`src/rtl/sine_width_dds.sv`:
```
// Phase-accumulator DDS feeding a quarter-wave sine table; emits one PWM duty width per period tick.
// Optional build macro SINE_AMP_SCALE_EN adds an 8-bit amplitude input and one extra pipeline stage.
module sine_width_dds #(
  parameter int PERIOD  = 1000,
  parameter int PHASE_W = 16,
  parameter int LUT_AW  = 6,
  parameter int AMP_W   = 10
) (
  input  logic               clk,
  input  logic               rst_n,
  input  logic               tick,
  input  logic [PHASE_W-1:0] freq_word,
  input  logic               freq_load,
`ifdef SINE_AMP_SCALE_EN
  input  logic [7:0]         amp,
`endif
  output logic [31:0]        width,
  output logic               width_valid,
  output logic               cycle_start
);

  localparam logic [31:0] HALF = 32'(PERIOD / 2);

  // round((2^AMP_W-1)*sin(pi/2*(k+0.5)/2^LUT_AW)), tabulated for LUT_AW=6, AMP_W=10
  localparam logic [AMP_W-1:0] SINE_LUT [2**LUT_AW] = '{
    10'd13,   10'd38,   10'd63,   10'd88,   10'd113,  10'd138,  10'd163,  10'd187,
    10'd212,  10'd236,  10'd261,  10'd285,  10'd309,  10'd333,  10'd356,  10'd380,
    10'd403,  10'd426,  10'd449,  10'd471,  10'd493,  10'd515,  10'd537,  10'd558,
    10'd579,  10'd599,  10'd619,  10'd639,  10'd659,  10'd678,  10'd696,  10'd714,
    10'd732,  10'd750,  10'd766,  10'd783,  10'd799,  10'd814,  10'd829,  10'd844,
    10'd858,  10'd871,  10'd884,  10'd896,  10'd908,  10'd919,  10'd930,  10'd940,
    10'd950,  10'd959,  10'd967,  10'd975,  10'd983,  10'd989,  10'd995,  10'd1001,
    10'd1006, 10'd1010, 10'd1014, 10'd1017, 10'd1019, 10'd1021, 10'd1022, 10'd1023
  };

  logic [PHASE_W-1:0]  acc;
  logic [PHASE_W-1:0]  pending;
  logic [PHASE_W:0]    sum;
  logic                wrapped;
  logic [LUT_AW+1:0]   p1;
  logic                v1, v2, v3;
  logic                cs1, cs2, cs3;
  logic                sign2, sign3;
  logic [LUT_AW-1:0]   a2;
  logic [AMP_W-1:0]    m3;
  logic                v_last, cs_last, sign_last;
  logic [AMP_W-1:0]    mag;
  logic [31:0]         prod;
  logic [31:0]         s_off;
  logic [31:0]         width_next;

`ifdef SINE_AMP_SCALE_EN
  logic                v4, cs4, sign4;
  logic [AMP_W-1:0]    m4;
  assign v_last    = v4;
  assign cs_last   = cs4;
  assign sign_last = sign4;
  assign mag       = m4;
`else
  assign v_last    = v3;
  assign cs_last   = cs3;
  assign sign_last = sign3;
  assign mag       = m3;
`endif

  // the pending word is the increment applied at a tick; a coincident load lands for the next tick
  assign sum        = {1'b0, acc} + {1'b0, pending};
  assign prod       = 32'(mag) * HALF;
  assign s_off      = prod >> AMP_W;
  assign width_next = sign_last ? (HALF - s_off) : (HALF + s_off);

  always_ff @(posedge clk or negedge rst_n) begin
    if (!rst_n) begin
      acc         <= '0;
      pending     <= '0;
      wrapped     <= 1'b0;
      p1          <= '0;
      v1          <= 1'b0;
      v2          <= 1'b0;
      v3          <= 1'b0;
      cs1         <= 1'b0;
      cs2         <= 1'b0;
      cs3         <= 1'b0;
      sign2       <= 1'b0;
      sign3       <= 1'b0;
      a2          <= '0;
      m3          <= '0;
`ifdef SINE_AMP_SCALE_EN
      v4          <= 1'b0;
      cs4         <= 1'b0;
      sign4       <= 1'b0;
      m4          <= '0;
`endif
      width       <= HALF;
      width_valid <= 1'b0;
      cycle_start <= 1'b0;
    end else begin
      if (freq_load) pending <= freq_word;

      if (tick) begin
        acc     <= sum[PHASE_W-1:0];
        wrapped <= sum[PHASE_W];
        p1      <= acc[PHASE_W-1 -: LUT_AW+2];
        cs1     <= wrapped | (acc == '0);
      end
      v1 <= tick;

      // odd quadrants walk the quarter-wave table backwards
      v2    <= v1;
      cs2   <= cs1;
      sign2 <= p1[LUT_AW+1];
      a2    <= p1[LUT_AW] ? ~p1[LUT_AW-1:0] : p1[LUT_AW-1:0];

      v3    <= v2;
      cs3   <= cs2;
      sign3 <= sign2;
      m3    <= SINE_LUT[a2];

`ifdef SINE_AMP_SCALE_EN
      v4    <= v3;
      cs4   <= cs3;
      sign4 <= sign3;
      m4    <= AMP_W'(({8'd0, m3} * {{AMP_W{1'b0}}, amp}) >> 8);
`endif

      width_valid <= v_last;
      cycle_start <= v_last & cs_last;
      if (v_last) width <= width_next;
    end
  end

endmodule

```
`config.mk`:
```
export PLATFORM = sky130hd
export DESIGN_NAME = sine_width_dds
export DESIGN_NICKNAME = d
export VERILOG_FILES = /design/src/rtl/sine_width_dds.sv
export SDC_FILE = /design/constraint.sdc
export NUM_CORES = 1
export LEC_CHECK = 0
export ABC_AREA = 1
export CAP_MARGIN = 20
export CORE_MARGIN = 2
export CORE_UTILIZATION = 50
export CTS_CLUSTER_DIAMETER = 40
export DETAILED_ROUTE_END_ITERATION = 10
export DONT_BUFFER_PORTS = 1
export PLACE_DENSITY = 0.69
export SKIP_CTS_REPAIR_TIMING = 1
export SYNTH_ARGS = -nofsm -noshare
export SYNTH_HDL_FRONTEND = slang
export SYNTH_SLANG_ARGS = --single-unit
```
`constraint.sdc`:
```
create_clock -name clk -period 5.4 [get_ports clk]
set_clock_uncertainty 0.2 [all_clocks]
set_input_delay 1.08 -clock clk [delete_from_list [all_inputs] [get_ports clk]]
set_output_delay 1.08 -clock clk [all_outputs]
set_load 0.01 [all_outputs]
```
==> results of run 1 <==
-- cells by family (layout without fill, tap and decap cells) --
family                     Yosys count  in the layout  synth area share (%)
and+or+nand+nor                    323            323                  22.0
buffers and inverters              175            149                  11.2
AOI/OAI and AO/OA                  120            120                  10.9
adders and majority gates          100            100                  22.0
DFF                                 78             78                  29.3
xor gates and xnor gates            15             15                  1.97
muxes                               15             15                  2.53
-- metal layers --
layer / share of wire [%] / vias up
li1: - / 2586
met1: 47 / 2396
met2: 47 / 116
met3: 4.4 / 12
met4: 1.0 / 0
met5: 0 / -
-- area by class of cell --
| type | instances | area, sq um | share of cell area [%] |
|---|---|---|---|
| multi-input combinational | 573 | 3970 | 57.2 |
| sequential | 78 | 1960 | 28.2 |
| inverter | 133 | 499 | 7.19 |
| clock buffer | 12 | 267 | 3.84 |
| tap | 176 | 220 | 3.17 |
| clock inverter | 4 | 28.8 | 0.414 |
-- cell usage after synthesis (2+ instances only) --
cell type	instances	area [sq um]
o21ai_0	49	245
a211oi_1	4	30.0
o2111ai_1	3	26.3
dfrtp_1	72	1800
inv_1	125	469
o22ai_1	3	18.8
buf_1	3	11.3
ha_1	71	888
nor2_1	35	131
clkbuf_1	12	45.0
nand4_1	13	81.3
o221ai_1	2	17.5
buf_4	21	158
a21o_1	2	15.0
a21oi_1	25	125
nand3_2	5	50.1
or2_2	5	31.3
nand2_4	3	33.8
nand3b_1	3	22.5
fa_1	29	581
nor2_4	3	33.8
o21ai_1	3	15.0
o311ai_0	2	17.5
a31oi_1	6	37.5
mux2_2	15	169
dfstp_2	6	158
xor2_1	12	105
a21oi_2	2	17.5
nand2_2	19	119
nand2_1	188	706
nand3_1	38	190
nor2_2	2	12.5
xnor2_1	3	26.3
buf_2	5	25.0
nor4_1	5	31.3
inv_2	7	26.3
o31ai_1	4	30.0
o211ai_1	5	37.5
-- per-stage QoR --
step	worst slack [ps]	cell area, sq um	instances	hold WS [ps]
6_report	561	6940	976	150
5_1_grt	161	6940	976	161
3_3_place_gp	631	6650	960	135
4_1_cts	558	6940	976	153
2_1_floorplan	908	6680	826	131
3_5_place_dp	590	6650	960	136
-- critical path, stage by stage, from the launching register on --
cell and delay, ps:
dfrtp_1 480, fa_1 570, inv_1 50, fa_1 500, fa_1 550, inv_1 50
fa_1 450, ha_1 380, nand2_1 90, inv_2 90, nand2_1 60, inv_1 60
nand2_1 70, nand3b_1 120, nand2_1 150, ha_1 230, a21oi_1 190, nand3_1 130
nand2_2 100, nand3_1 80, a31oi_1 180
-- registers in the layout, summed over array words and instances (netlist names), 6 cells and up --
signal and cells:
a2 6, pending 16, acc 16, p1 8, m3 10, width 11
-- path summary, 6_finish.rpt --
kind / to / slack [ps] / cells after the start
min in group asynchronous: pending[6]$_DFFE_PN0P_ / 240 / 0
setup / recovery: width[6]$_DFFE_PN1P_ / 560 / 20
max in group asynchronous: width[4]$_DFFE_PN1P_ / 4530 / 0
hold reg to reg: cs3$_DFF_PN0_ / 150 / 0
hold / removal: cs3$_DFF_PN0_ / 150 / 0
setup reg to reg: width[6]$_DFFE_PN1P_ / 560 / 20
==> summary.txt, run 1 <==
status: completed
Post-Syn Nets: 946
GR Util met1: 25.6%
Port Buffers: 0
synthesized instance count: 826
wire per inst: 12.7 microns
EDFF count, synth: 0
CP Max Fanout: 7
initial antenna violation count: 0
Hold Violations, Final: 0
crit path time final: 4840 ps
classification of the worst setup path: reg -> reg
Top Usage Layer GRT: met2
via count: 5110
filler cell count: 1209
Slew Limit Headroom: 29.6%
row count: 42
RePlAce Congestion: 0.957
CTS tree: done
Highest Clock Rate: 207 MHz
commonest non-fill, non-tap cell in the layout: nand2_1
worst path required time: 5460 ps
CTS clk-pin slew, worst paths: 60 ps
Routed Antenna Nets: 0
Chip Height: 120 microns
first-pass GRT wire length: 22.5 mm
CP Launch Point: m3[2]$_DFF_PN0_
Max-Cap Viols: 0
Via-to-Cell Ratio: 5.24
remaining global-route overflow: 0
Detailed Route WL: 12.4 mm
post-synthesis sequential area ratio: 29.3%
worst r2r src: m3[2]$_DFF_PN0_
detailed-route DRC error count: 0
Skew-Pair Late Insertion Delay: 340 ps
Core ar.: 13100 sq um
crit end category: flip-flop
Setup-failing EPs final: 0
Nets: 915
final cycle utilization of the critical path: 89.6%
worst hold start: cs2$_DFF_PN0_
clk sinks: 78
Ys Warns: 0
die area: 14300 sq um
Final Core Density: 52.9%
Min-Delay Path Class: reg -> reg
Die X-Extent: 120 microns
Syn Area/Cell: 8.08 sq um
M2 GR Usage: 31.5%
layout cell share with drive strength beyond 1: 11.0%
flops & latches, synth: 78
most frequent cells in the layout: nand2_1 (188), inv_1 (125), ha_1 (71), dfrtp_1 (71), o21ai_0 (49)
Clock Path Buffers: 2
setup_tns: 0 ps
asr flop ratio synth: 100%
root buf cell: clkbuf_16
Area Overhead vs Synth: 3.99%
Slew Limit Fails: 0
Synth Cell Area: 6680 sq um
number of DRC markers in iteration 0: 310
TritonCTS Buffers: 9
vias in the first global route: 5017
post-synthesis cell type count: 54
H-tree levels: 3
Total Routing Usage GR: 19.0%
Ant. Diodes: 0
met3 Usage GRT: 4.23%
Synth Flop Type: dfrtp_1
Initial Util: 50.8%
largest net degree at the start of global routing: 79
DP HPWL: 9.56 mm
Least-Margin Pin Slew: 1060 ps
Setup crit start kind: flip-flop
first-pass iteration count of the detailed router: 6
unrepaired setup endpoints after global routing: false
CP arrival: 4900 ps
IO Pins: 54
Power of run 1 is not shown: default switching activity piles up to over one toggle a cycle in this logic, so the estimate is an artifact.
==> run 2: changes to the inputs <==
Settings changed: PLACE_DENSITY 0.69 to 0.72.
==> summary.txt, run 2 (synthesized netlist as in run 1, its figures left out) <==
status: completed
Port Buffers: 0
root buf cell: clkbuf_16
first-pass GRT wire length: 22.8 mm
Skew-Pair Late Insertion Delay: 330 ps
first-pass iteration count of the detailed router: 7
Core ar.: 13100 sq um
Setup-failing EPs final: 0
number of DRC markers in iteration 0: 273
detailed-route DRC error count: 0
CTS tree: done
Metal-1 WL: 5.91 mm
commonest non-fill, non-tap cell in the layout: nand2_1
CP Max Fanout: 5
DP HPWL: 9.89 mm
metal2 WL: 6.46 mm
CP arrival: 4910 ps
die area: 14300 sq um
worst path required time: 5470 ps
row count: 42
Die X-Extent: 120 microns
Multi-input gate area: 3970 sq um
wire per inst: 13.4 microns
most frequent cells in the layout: nand2_1 (188), inv_1 (125), ha_1 (71), dfrtp_1 (71), o21ai_0 (49)
Hold Violations, Final: 0
FF/Latch Area: 1960 sq um
Detailed Route WL: 13.1 mm
classification of the worst setup path: reg -> reg
H-tree levels: 3
remaining global-route overflow: 0
Clock Path Buffers: 2
Chip Height: 120 microns
final cycle utilization of the critical path: 89.6%
via count: 5072
layout cell share with drive strength beyond 1: 11.0%
Ant. Diodes: 0
Top Registers: acc: 16 flops, pending: 16 flops, width: 11 flops
IO Pins: 54
Met3 Routed Length: 544 microns
TritonCTS Buffers: 9
Highest Clock Rate: 207 MHz
Initial Util: 50.8%
Max-Cap Viols: 0
vias in the first global route: 4998
Slew Limit Fails: 0
setup_tns: 0 ps
Total Routing Usage GR: 19.4%
clk sinks: 78
Slew Limit Headroom: 29.5%
initial antenna violation count: 0
Setup crit start kind: flip-flop
Via-to-Cell Ratio: 5.20
filler cell count: 1252
unrepaired setup endpoints after global routing: false
CTS clk-pin slew, worst paths: 60 ps
Min-Delay Path Class: reg -> reg
Routed Antenna Nets: 0
crit end category: flip-flop
Least-Margin Pin Slew: 1060 ps
RePlAce Congestion: 0.968
crit path time final: 4840 ps
largest net degree at the start of global routing: 79
Nets: 915
Area Overhead vs Synth: 3.82%
Highest Signal Layer: met4
run 2: cell types whose count changed in the layout (fill, tap and decap cells not counted):
cell,change
clkbuf_8,-2
clkinv_2,+1
clkinv_4,+2
clkinvlp_4,-2
inv_6,+1
run 2: stage by stage:
| step | hold slack, ps | setup WS, ps | instances | utilization (%) | instance area, sq um |
|---|---|---|---|---|---|
| finish | 146 | 563 | 976 | 52.8 | 6930 |
| global route | 155 | 143 | 976 | 52.8 | 6930 |
| CTS | 149 | 556 | 976 | 52.8 | 6930 |
| detailed placement | 136 | 594 | 960 | 50.6 | 6650 |
| global placement | 134 | 639 | 960 | 50.6 | 6650 |
| floorplan | 131 | 908 | 826 | - | 6680 |
run 2: final timing paths:
check / to / slack, ps / cells after the start / from
max reg2reg: width[8]$_DFFE_PN1P_ / 560 / 22 / m3[3]$_DFF_PN0_
max: width[8]$_DFFE_PN1P_ / 560 / 22 / m3[3]$_DFF_PN0_
min reg2reg: cs3$_DFF_PN0_ / 150 / 0 / cs2$_DFF_PN0_
min: cs3$_DFF_PN0_ / 150 / 0 / cs2$_DFF_PN0_
min in group asynchronous: pending[5]$_DFFE_PN0P_ / 240 / 0 / rst_n
max in group asynchronous: width[4]$_DFFE_PN1P_ / 4570 / 0 / rst_n
run 2: layout make-up:
class | count | share of cell area, %
inverter | 133 | 7.20
multi-input combinational | 573 | 57.2
clock buffer | 10 | 3.45
tap | 176 | 3.18
clock inverter | 6 | 0.650
sequential | 78 | 28.3
run 2: layer usage:
layer / GRT usage [%] / vias up
met5: 0 / -
met2: 33.4 / 120
li1: - / 2589
met4: 4.49 / 0
met1: 25.8 / 2346
met3: 3.28 / 17
run 2: worst max-delay path, stage by stage, from the launching register on:
cell and delay (ps):
dfrtp_1 470, inv_1 130, fa_1 570, fa_1 440, fa_1 490, fa_1 510, inv_1 40, ha_1 390
nand2_1 90, inv_2 90, nand2_1 60, nand2_1 80, inv_1 60, nand3b_1 110, nand2_1 140, ha_1 230
a21oi_1 180, nand3_1 120, nand2_2 100, nand3_1 80, nand2_1 60, nand3_1 60, nand2_1 80
Power of run 2 is left out for the same reason.
